**config.mk**
```make
export PLATFORM = sky130hd
export DESIGN_NAME = qspi_mem_arbiter_flat
export DESIGN_NICKNAME = d
export VERILOG_FILES = /design/src/rtl/qspi_mem_pkg.sv /design/src/rtl/qspi_mem_port_if.sv /design/src/rtl/qspi_arb_stats.sv /design/src/rtl/qspi_mem_arbiter.sv /design/src/flat_wrapper.sv
export SDC_FILE = /design/constraint.sdc
export NUM_CORES = 1
export LEC_CHECK = 0
export ABC_CLOCK_PERIOD_IN_PS = 3700
export CAP_MARGIN = 10
export CORE_MARGIN = 1
export CORE_UTILIZATION = 44
export CTS_CLUSTER_DIAMETER = 80
export CTS_CLUSTER_SIZE = 40
export DETAILED_ROUTE_END_ITERATION = 6
export PLACE_DENSITY = 0.85
export SYNTH_ARGS = -nofsm -noshare
export SYNTH_HDL_FRONTEND = slang
export SYNTH_SLANG_ARGS = --single-unit
export TNS_END_PERCENT = 1
```
**constraint.sdc**
```tcl
create_clock -name CLK -period 3.7 [get_ports CLK]
set_input_delay 0.925 -clock CLK [delete_from_list [all_inputs] [get_ports CLK]]
set_output_delay 0.925 -clock CLK [all_outputs]
set_load 0.03 [all_outputs]
```
**src/rtl/qspi_mem_pkg.sv**
```systemverilog
// Shared constants and types for the QSPI memory subsystem: the word-memory geometry, the arbiter
// state and owner encodings, and the command codes used by the QSPI command engine.
package qspi_mem_pkg;

  localparam int unsigned AW        = 13;
  localparam int unsigned DW        = 16;
  localparam int unsigned MEM_WORDS = 8192;

  localparam logic [7:0] CMD_WRITE = 8'h01;
  localparam logic [7:0] CMD_READ  = 8'h02;

  typedef enum logic [1:0] {
    OwnNone,
    OwnA,
    OwnB
  } owner_e;

  typedef enum logic [1:0] {
    sIdle,
    sOwnA,
    sOwnB
  } arb_state_e;

  function automatic owner_e state_owner(arb_state_e s);
    unique case (s)
      sOwnA:   return OwnA;
      sOwnB:   return OwnB;
      default: return OwnNone;
    endcase
  endfunction

endpackage

```
**src/rtl/qspi_mem_port_if.sv**
```systemverilog
// One requester port of the shared word memory. The requester drives the request side through the
// master modport; the arbiter returns grant and read data through the slave modport.
interface qspi_mem_port_if;

  logic                        REQ;
  logic                        LOCK;
  logic                        WE;
  logic [qspi_mem_pkg::AW-1:0] ADDR;
  logic [qspi_mem_pkg::DW-1:0] WDATA;
  logic                        GNT;
  logic                        RVALID;
  logic [qspi_mem_pkg::DW-1:0] RDATA;

  modport master (
    output REQ, LOCK, WE, ADDR, WDATA,
    input  GNT, RVALID, RDATA
  );

  modport slave (
    input  REQ, LOCK, WE, ADDR, WDATA,
    output GNT, RVALID, RDATA
  );

endinterface

```
**src/rtl/qspi_arb_stats.sv**
```systemverilog
// Optional arbiter statistics: saturating grant counters per port and the peak B wait count.
// Instantiated only when QSPI_ARB_STATS_EN is defined.
module qspi_arb_stats (
  input  logic        CLK,
  input  logic        RST,
  input  logic        STAT_CLR,
  input  logic        gnt_a,
  input  logic        gnt_b,
  input  logic [7:0]  starve,
  output logic [15:0] STAT_GNT_A,
  output logic [15:0] STAT_GNT_B,
  output logic [7:0]  STAT_MAXWAIT_B
);

  logic [15:0] gnt_a_q, gnt_b_q;
  logic [7:0]  maxwait_q;

  always_ff @(posedge CLK) begin
    if (RST || STAT_CLR) begin
      gnt_a_q   <= '0;
      gnt_b_q   <= '0;
      maxwait_q <= '0;
    end else begin
      if (gnt_a && gnt_a_q != 16'hFFFF) gnt_a_q <= gnt_a_q + 16'd1;
      if (gnt_b && gnt_b_q != 16'hFFFF) gnt_b_q <= gnt_b_q + 16'd1;
      if (starve > maxwait_q) maxwait_q <= starve;
    end
  end

  assign STAT_GNT_A     = gnt_a_q;
  assign STAT_GNT_B     = gnt_b_q;
  assign STAT_MAXWAIT_B = maxwait_q;

endmodule

```
**src/rtl/qspi_mem_arbiter.sv**
```systemverilog
// Two-port arbiter for the single-port word memory: fixed priority to A, starvation guard for B,
// bounded locked bursts. Optional statistics build with QSPI_ARB_STATS_EN.
module qspi_mem_arbiter
  import qspi_mem_pkg::*;
#(
  parameter int unsigned STARVE_MAX = 8,
  parameter int unsigned BURST_MAX  = 16
) (
  input  logic          CLK,
  input  logic          RST,
  qspi_mem_port_if.slave a_port,
  qspi_mem_port_if.slave b_port,
  output logic [AW-1:0] MEM_ADDR,
  output logic          MEM_WE,
  output logic [DW-1:0] MEM_WDATA,
  input  logic [DW-1:0] MEM_RDATA
`ifdef QSPI_ARB_STATS_EN
  ,
  input  logic          STAT_CLR,
  output logic [15:0]   STAT_GNT_A,
  output logic [15:0]   STAT_GNT_B,
  output logic [7:0]    STAT_MAXWAIT_B
`endif
);

  localparam int unsigned SW = $clog2(STARVE_MAX + 1);
  localparam int unsigned BW = $clog2(BURST_MAX + 1);

  arb_state_e    state_q, state_d;
  owner_e        owner;
  logic [SW-1:0] starve_q, starve_d;
  logic [BW-1:0] burst_q, burst_d;
  logic          rvalid_a_q, rvalid_b_q;
  logic [AW-1:0] addr_q;
  logic [DW-1:0] wdata_q;
  logic          gnt_a, gnt_b;
  logic          release_a, release_b, arbitrate;

  assign owner = state_owner(state_q);

  always_comb begin
    gnt_a     = 1'b0;
    gnt_b     = 1'b0;
    release_a = 1'b0;
    release_b = 1'b0;
    arbitrate = 1'b0;
    state_d   = state_q;
    burst_d   = burst_q;

    unique case (owner)
      OwnA: begin
        if (!a_port.LOCK || burst_q == BW'(BURST_MAX) || (!a_port.REQ && b_port.REQ)) begin
          release_a = 1'b1;
          arbitrate = 1'b1;
        end else begin
          gnt_a = a_port.REQ;
        end
      end
      OwnB: begin
        if (!b_port.LOCK || burst_q == BW'(BURST_MAX) || (!b_port.REQ && a_port.REQ)) begin
          release_b = 1'b1;
          arbitrate = 1'b1;
        end else begin
          gnt_b = b_port.REQ;
        end
      end
      default: arbitrate = 1'b1;
    endcase

    if (arbitrate) begin
      // On a tie the port that just gave up ownership loses; the starvation guard only
      // applies when nobody is being released.
      if (a_port.REQ && b_port.REQ) begin
        if (release_a || (!release_b && starve_q == SW'(STARVE_MAX))) gnt_b = 1'b1;
        else                                                            gnt_a = 1'b1;
      end else begin
        gnt_a = a_port.REQ;
        gnt_b = b_port.REQ;
      end
      if (gnt_a && a_port.LOCK)      state_d = sOwnA;
      else if (gnt_b && b_port.LOCK) state_d = sOwnB;
      else                           state_d = sIdle;
      burst_d = (state_d == sIdle) ? '0 : BW'(1);
    end else if (gnt_a || gnt_b) begin
      burst_d = burst_q + 1'b1;
    end

    if (RST) begin
      gnt_a = 1'b0;
      gnt_b = 1'b0;
    end

    if (b_port.REQ && !gnt_b) begin
      starve_d = (starve_q == SW'(STARVE_MAX)) ? starve_q : starve_q + 1'b1;
    end else begin
      starve_d = '0;
    end
  end

  always_comb begin
    if (gnt_a) begin
      MEM_ADDR  = a_port.ADDR;
      MEM_WDATA = a_port.WDATA;
    end else if (gnt_b) begin
      MEM_ADDR  = b_port.ADDR;
      MEM_WDATA = b_port.WDATA;
    end else begin
      MEM_ADDR  = addr_q;
      MEM_WDATA = wdata_q;
    end
    MEM_WE = (gnt_a & a_port.WE) | (gnt_b & b_port.WE);
  end

  always_ff @(posedge CLK) begin
    if (RST) begin
      state_q    <= sIdle;
      starve_q   <= '0;
      burst_q    <= '0;
      rvalid_a_q <= 1'b0;
      rvalid_b_q <= 1'b0;
      addr_q     <= '0;
      wdata_q    <= '0;
    end else begin
      state_q    <= state_d;
      starve_q   <= starve_d;
      burst_q    <= burst_d;
      rvalid_a_q <= gnt_a & ~a_port.WE;
      rvalid_b_q <= gnt_b & ~b_port.WE;
      addr_q     <= MEM_ADDR;
      wdata_q    <= MEM_WDATA;
    end
  end

  // Reset in the cycle after a read grant drops the pending read response.
  assign a_port.GNT    = gnt_a;
  assign b_port.GNT    = gnt_b;
  assign a_port.RVALID = rvalid_a_q & ~RST;
  assign b_port.RVALID = rvalid_b_q & ~RST;
  assign a_port.RDATA  = MEM_RDATA;
  assign b_port.RDATA  = MEM_RDATA;

`ifdef QSPI_ARB_STATS_EN
  qspi_arb_stats u_stats (
    .CLK            (CLK),
    .RST            (RST),
    .STAT_CLR       (STAT_CLR),
    .gnt_a          (gnt_a),
    .gnt_b          (gnt_b),
    .starve         (8'(starve_q)),
    .STAT_GNT_A     (STAT_GNT_A),
    .STAT_GNT_B     (STAT_GNT_B),
    .STAT_MAXWAIT_B (STAT_MAXWAIT_B)
  );
`endif

endmodule

```
**src/flat_wrapper.sv**
```systemverilog
// flat-port wrapper written by rule: the top's interface ports become plain ports
module qspi_mem_arbiter_flat import qspi_mem_pkg::*;
#(
  parameter int unsigned STARVE_MAX = 8,
  parameter int unsigned BURST_MAX  = 16
)
  (CLK, RST, MEM_ADDR, MEM_WE, MEM_WDATA, MEM_RDATA, a_port_REQ, a_port_LOCK, a_port_WE, a_port_ADDR, a_port_WDATA, a_port_GNT, a_port_RVALID, a_port_RDATA, b_port_REQ, b_port_LOCK, b_port_WE, b_port_ADDR, b_port_WDATA, b_port_GNT, b_port_RVALID, b_port_RDATA);
  qspi_mem_port_if a_port_i ();
  qspi_mem_port_if b_port_i ();
  input  logic CLK;
  input  logic RST;
  output logic [AW-1:0] MEM_ADDR;
  output logic MEM_WE;
  output logic [DW-1:0] MEM_WDATA;
  input  logic [DW-1:0] MEM_RDATA;
  input wire logic [$bits(a_port_i.REQ)-1:0] a_port_REQ;
  input wire logic [$bits(a_port_i.LOCK)-1:0] a_port_LOCK;
  input wire logic [$bits(a_port_i.WE)-1:0] a_port_WE;
  input wire logic [$bits(a_port_i.ADDR)-1:0] a_port_ADDR;
  input wire logic [$bits(a_port_i.WDATA)-1:0] a_port_WDATA;
  output wire logic [$bits(a_port_i.GNT)-1:0] a_port_GNT;
  output wire logic [$bits(a_port_i.RVALID)-1:0] a_port_RVALID;
  output wire logic [$bits(a_port_i.RDATA)-1:0] a_port_RDATA;
  input wire logic [$bits(b_port_i.REQ)-1:0] b_port_REQ;
  input wire logic [$bits(b_port_i.LOCK)-1:0] b_port_LOCK;
  input wire logic [$bits(b_port_i.WE)-1:0] b_port_WE;
  input wire logic [$bits(b_port_i.ADDR)-1:0] b_port_ADDR;
  input wire logic [$bits(b_port_i.WDATA)-1:0] b_port_WDATA;
  output wire logic [$bits(b_port_i.GNT)-1:0] b_port_GNT;
  output wire logic [$bits(b_port_i.RVALID)-1:0] b_port_RVALID;
  output wire logic [$bits(b_port_i.RDATA)-1:0] b_port_RDATA;
  assign a_port_i.REQ = a_port_REQ;
  assign a_port_i.LOCK = a_port_LOCK;
  assign a_port_i.WE = a_port_WE;
  assign a_port_i.ADDR = a_port_ADDR;
  assign a_port_i.WDATA = a_port_WDATA;
  assign a_port_GNT = a_port_i.GNT;
  assign a_port_RVALID = a_port_i.RVALID;
  assign a_port_RDATA = a_port_i.RDATA;
  assign b_port_i.REQ = b_port_REQ;
  assign b_port_i.LOCK = b_port_LOCK;
  assign b_port_i.WE = b_port_WE;
  assign b_port_i.ADDR = b_port_ADDR;
  assign b_port_i.WDATA = b_port_WDATA;
  assign b_port_GNT = b_port_i.GNT;
  assign b_port_RVALID = b_port_i.RVALID;
  assign b_port_RDATA = b_port_i.RDATA;
  qspi_mem_arbiter #(.STARVE_MAX(STARVE_MAX), .BURST_MAX(BURST_MAX)) u_core (.CLK(CLK), .RST(RST), .a_port(a_port_i), .b_port(b_port_i), .MEM_ADDR(MEM_ADDR), .MEM_WE(MEM_WE), .MEM_WDATA(MEM_WDATA), .MEM_RDATA(MEM_RDATA));
endmodule
```
Yosys cells after proc, flatten, opt, wreduce, memory -nomap -nowiden. Index checks and enable logic that the tools add are counted.

Reductions and logical operators: 22. Eq/ne operators: 6. Divide/modulo/power cells: 0. Mux-type cells: 30. Multipliers: 0. Order comparisons: 0. Add/subtract/negate cells: 2. Bitwise logic cells: 11. Shift-type cells: 0.

Operator list (number): $mux W16 (2); $mux W13 (2); $mux W1 (19); $mux W5 (2); $logic_and A1 B1 Y1 (7); $and A1 B1 Y1 (6); $logic_not A1 Y1 (6); $logic_or A1 B1 Y1 (6); $mux W2 (3); $add A5 B1 Y5 const B (1); $eq A5 B5 Y1 const B (1); $add A4 B1 Y4 const B (1); $eq A2 B1 Y1 const B (2); $eq A2 B2 Y1 const B (2); $eq A4 B4 Y1 const B (1); $not A1 Y1 (4); $pmux W2 S2 (1); $logic_not A2 Y1 (1); $pmux W1 S2 (1); $reduce_bool A2 Y1 (1); $reduce_or A2 Y1 (1); $or A1 B1 Y1 (1).

RAM bits: 0. Bits in registers: 42. Latch bits: 0. ROM bits: 0. Memories kept: 0. Word-level logic and storage cells: 78. Output and inout port bits: 66. Bits of input ports: 82.

Depth between registers and ports, before layout.
Depth in word-level cells: 18. Gate-level depth with buffers: 10. Gate-level depth less buffers: 7.

Worst setup path before layout. Ideal clock, no wire load.

Path type: in2out. Start point: input b_port_REQ. End point: output MEM_WDATA[10]. Cell stages on the path: 7. Data arrival time: 2.767 ns. Required time: 2.775 ns. Path buffers: 2. Path slack: 0.008 ns. Path through: nor2b_1 > o31a_1 > or2_1 > buf_2 > o22ai_1 > buf_2 > mux2_2.

Elaborated cells on any way between the ends: 30. Classes of those cells: 21 x mux; 9 x reduce/logical.

RTL lines: from (decl) (RTL line flat_wrapper.sv:24) `input wire logic [$bits(b_port_i.REQ)-1:0] b_port_REQ;`; $logic_not A1 Y1 (RTL line qspi_mem_arbiter.sv:60) `if (!b_port.LOCK || burst_q == BW'(BURST_MAX) || (!b_port.REQ && a_port.REQ)) begin`; $logic_and A1 B1 Y1 (RTL line qspi_mem_arbiter.sv:60); $logic_or A1 B1 Y1 (RTL line qspi_mem_arbiter.sv:60); $mux W1 (RTL line qspi_mem_arbiter.sv:60); $mux W1 (RTL line qspi_mem_arbiter.sv:50) `unique case (owner)`; $logic_not A1 Y1 (RTL line qspi_mem_arbiter.sv:74) `if (release_a || (!release_b && starve_q == SW'(STARVE_MAX))) gnt_b = 1'b1;`; $logic_and A1 B1 Y1 (RTL line qspi_mem_arbiter.sv:74); $logic_or A1 B1 Y1 (RTL line qspi_mem_arbiter.sv:74); $mux W1 (RTL line qspi_mem_arbiter.sv:74); $mux W1 (RTL line qspi_mem_arbiter.sv:73) `if (a_port.REQ && b_port.REQ) begin`; $mux W1 (RTL line qspi_mem_arbiter.sv:70) `if (arbitrate) begin`; $mux W1 (*) (RTL line qspi_mem_arbiter.sv:70); $mux W1 (*) (RTL line qspi_mem_arbiter.sv:88) `if (RST) begin`; via a_port_GNT (RTL line flat_wrapper.sv:21) `output wire logic [$bits(a_port_i.GNT)-1:0] a_port_GNT;`; $mux W16 (*) (RTL line qspi_mem_arbiter.sv:101) `if (gnt_a) begin`; to (decl) (RTL line flat_wrapper.sv:14) `output logic [DW-1:0] MEM_WDATA;`.

The timed path passes the listed nets; every way through them passes the cells marked *. The select of a mux whose other input is x is not followed.

Worst setup path in the final report.
Start point: input b_port_REQ. End point: output MEM_ADDR[1].

Word-level cells in the longest chain between the ends: 15. Elaborated cells on any way between the ends: 30. Classes of those cells: 21 x mux; 9 x reduce/logical.

RTL lines: $logic_not A1 Y1 (RTL line qspi_mem_arbiter.sv:60); $logic_and A1 B1 Y1 (RTL line qspi_mem_arbiter.sv:60); $logic_or A1 B1 Y1 (RTL line qspi_mem_arbiter.sv:60); $mux W1 (RTL line qspi_mem_arbiter.sv:60); $mux W1 (RTL line qspi_mem_arbiter.sv:50); $logic_not A1 Y1 (RTL line qspi_mem_arbiter.sv:74); $logic_and A1 B1 Y1 (RTL line qspi_mem_arbiter.sv:74); $logic_or A1 B1 Y1 (RTL line qspi_mem_arbiter.sv:74); $mux W1 (RTL line qspi_mem_arbiter.sv:74); $mux W1 (RTL line qspi_mem_arbiter.sv:73); $mux W1 (2 in series) (RTL line qspi_mem_arbiter.sv:70); $mux W1 (RTL line qspi_mem_arbiter.sv:88); $mux W13 (RTL line qspi_mem_arbiter.sv:104) `end else if (gnt_b) begin`; $mux W13 (*) (RTL line qspi_mem_arbiter.sv:101); to (decl) (RTL line flat_wrapper.sv:12) `output logic [AW-1:0] MEM_ADDR;`.

Every way passes the cells marked *; elsewhere a longest branch is shown, timed or not. The select of a mux whose other input is x is not followed.

==> impl_metrics.ini <==
[placement]
placement.io_buffers = 99
place_inst = 635
hpwl_after_dpl_mm = 7.811
gp_congestion = 0.8917

[final_layout]
inserted_diodes = 0
layout-area-overhead-vs-synth_pct = 49.84
finalNonFillerCells = 656
nNetsFinal = 641
layout-drive-gt1-share_pct = 35.92
final_core_utilization_pct = 68.99

[global_route]
global_route.usage.total_pct = 27.07
grt_start_max_net_pins = 34
grt_pass1_vias = 3943
grt_remaining_overflow = 0
antenna_found_initial = 0
grt_first_pass_wirelength_mm = 18.49

[logic_synthesis]
synth_cell_types = 39
yosys_reg_bits = 42
share_of_synthesized_flip_flops_with_an_asynchronous_set_or_reset_pct = 0
netlist_instances = 440
synth.top_cell.area_share_pct = 23.39
ys_seq_area_share_pct = 23.39
netlist.top_cell.by_area = dfxtp_1
synthFlopType = dfxtp_1
avgSynthCellArea_um2 = 8.170
synthesis_warnings = 0
synth-edff-count = 0
net_count_synth = 528
synth_area_um2 = 3595
post_synth_main_area_contributors = dfxtp_1, mux2_2, nand3_1

[setup_path]
worst-endpoint-arrival_ns = 2.81
rrSetupSlack_ns = 1.01
worstSetupPathType = in2out
reg2reg_depth = 10
r2r-start = u_core.burst_q[1]
r2r-end = u_core.wdata_q[5]
critical_path_peak_fanout = 6
cp-end-kind = output port
worstSetupStartpointType = input pin
critPathRequiredTime_ns = 2.77

[route]
drtIter0Drc = 282
dr_total_vias = 4042
detailedRoute.firstPassIterationCount = 5
drcViolationCount = 0
finalWirelength_mm = 11.93
post_drt_wl_per_cell_um = 18.19
routed_via_density = 6.162
postRouteAntennaNets = 0

[power_and_ir_drop]
leakage_uw = 0.002221
powerDensity_nw_per_um2 = 301.7
max-vdd-ir-drop_v = 0.0001602

[clocking]
clock_insertion_delay_at_the_later_pin_of_the_skew_report_ns = 0.30
hold_buffers = 0
clock_tree_from_tritoncts = built
numClockSinks = 42
worst_setup_hold_path_clk_slew_ns = 0.08
cts-htree-levels = 2
clock_path_buffers = 2
cts-root-buf = clkbuf_8
numCtsBuffers = 5

[min_path]
min_path_cells = 2
hp-start = u_core.starve_q[1]
holdPathEnd = u_core.starve_q[1]
min_delay_path_class = reg2reg

[floorplan]
fp.dieArea_um2 = 8535
io_pins = 148
die_w_um = 92.39
core_area_um2 = 7807
die_height_um = 92.39
initial_utilization_pct = 46.04
placementRows = 32

[timing]
post-route-period-util_pct = 101.1
slew_viol_final = 0
postLayoutSetupSlackWorst_ns = -0.03891
worst_pin_slew_ns = 0.5671
max_clock_freq_mhz = 267.5
min_tclk_post_route_ns = 3.739
maxSlewHeadroom_pct = 62.19
setup_repair_after_global_routing_missed_its_margin = true
fin_skew_ns = 0.006779
final_number_of_setup_violating_endpoints = 23
total_negative_slack_for_setup_checks_ns = -0.5560
report.final.hold_viol_count = 0

[run_status]
violations = setup timing
outcome = complete, but fails checks

[flow_run]
maxCapViolCount = 0
-- synth_stat cells (all sizes together) (2+ instances only) --
cell type  number
xnor2           3
nand2           8
a22o            2
a211o           2
a31oi          31
a21oi           7
nand4          31
nor2            8
o311ai          2
ha              6
nor3            8
xor2            4
o21ai           2
mux2           59
nand2b          2
inv            12
o211ai         29
dfxtp          42
nor2b          36
nand3          63
clkbuf         30
buf            41
-- logic make-up after synthesis --
family | synth area share (%)
simple gates | 24.89
buf+inv | 12.60
compound gates | 15.70
mux | 19.63
flops | 23.39
xor+xnor | 1.706
fa+ha+maj | 2.088
-- timing repair --
| action | CTS | global route |
|---|---|---|
| endpoints found under the hold margin | 0 | 0 |
| endpoints found under the setup margin | 31 | 30 |
| gates resized for setup | 239 | 20 |
| setup buffers | 7 | 3 |
| pin swaps | 4 | 6 |
| cloned | 3 | 0 |
-- layer usage --
metal  track usage, %  up-vias  wire length, um
li1                 -     1834                -
met1            31.77     1931             4747
met2            48.77      224             5918
met3            4.433       53              911
met4            10.55        0              357
met5                0        -                0
-- stage by stage --
step           cell area (um^2)  power, uW  setup WS (ns)  hold slack, ns
2_1_floorplan              3595      946.8       0.007932          0.4618
3_3_place_gp               4898       1142        -0.6958          0.4731
3_5_place_dp               4898       1153        -0.7431          0.4852
4_1_cts                    5309       1600       -0.06408          0.4955
5_1_grt                    5386       1681       -0.04824          0.5135
6_report                   5386       1625       -0.03891          0.4912
-- cells in the final DEF (no fill, tap or decap), types with 2 or more instances in the layout --
cell,synthesis,layout
buf_16,0,2
buf_6,2,34
clkdlybuf4s50_1,0,62
a22o_1,2,2
clkbuf_8,0,5
nand3_1,63,63
o311ai_2,0,2
mux2_2,47,21
buf_12,0,6
nor2_1,8,8
nor3_1,8,8
ha_1,6,5
nor2b_4,0,2
a211o_1,2,2
clkinv_2,0,2
buf_4,32,67
o211ai_1,29,29
xor2_1,4,4
dfxtp_1,42,41
nor2b_1,36,33
buf_2,5,2
clkbuf_2,0,2
nand4_1,31,31
mux2_4,11,38
inv_1,12,11
a31oi_1,31,30
xnor2_1,3,3
a21oi_1,7,6
nand2_1,8,8
-- cell type report --
class                      count  area, um^2
multi-input combinational    315        2514
tap                          102       127.6
clock inverter                 3       40.04
clock buffer                   5       68.82
fill                         584        2421
timing repair buffer         177        1749
inverter                      12       45.04
sequential                    42       842.1
-- state kept, by name, indices dropped and copies added, names as in the netlist --
register           count
u_core.starve_q        4
u_core.burst_q         5
u_core.addr_q         13
u_core.rvalid_a_q      1
u_core.state_q         2
u_core.rvalid_b_q      1
u_core.wdata_q        16
-- power breakdown --
group	total (uW)	switching [uW]	internal [uW]	leakage [uW]
clock	368	169	199	0.0000579
sequential	500	11.9	488	0.000345
combinational	758	358	400	0.00182
total	1630	538	1090	0.00222
-- critical path: stages --
cell and delay (ns):
buf_6 0.10, nand2b_4 0.15, a31o_4 0.24, a211o_1 0.30, o22ai_4 0.24, buf_6 0.15
buf_4 0.13, buf_8 0.13, mux2_4 0.31, buf_6 0.14
-- how the worst max path moves through the flow --
stage / endpoint / start / slack (ns)
after floorplan: MEM_WDATA[10] / b_port_REQ / 0.008
after detailed placement: MEM_WDATA[2] / b_port_REQ / -0.74
after global placement: MEM_ADDR[0] / b_port_REQ / -0.70
after CTS: MEM_WDATA[8] / b_port_LOCK / -0.06
after global routing: MEM_WDATA[15] / u_core.burst_q[0] / -0.05
final: MEM_ADDR[1] / b_port_REQ / -0.04
No activity file was read; power rests on OpenSTA's default activity.
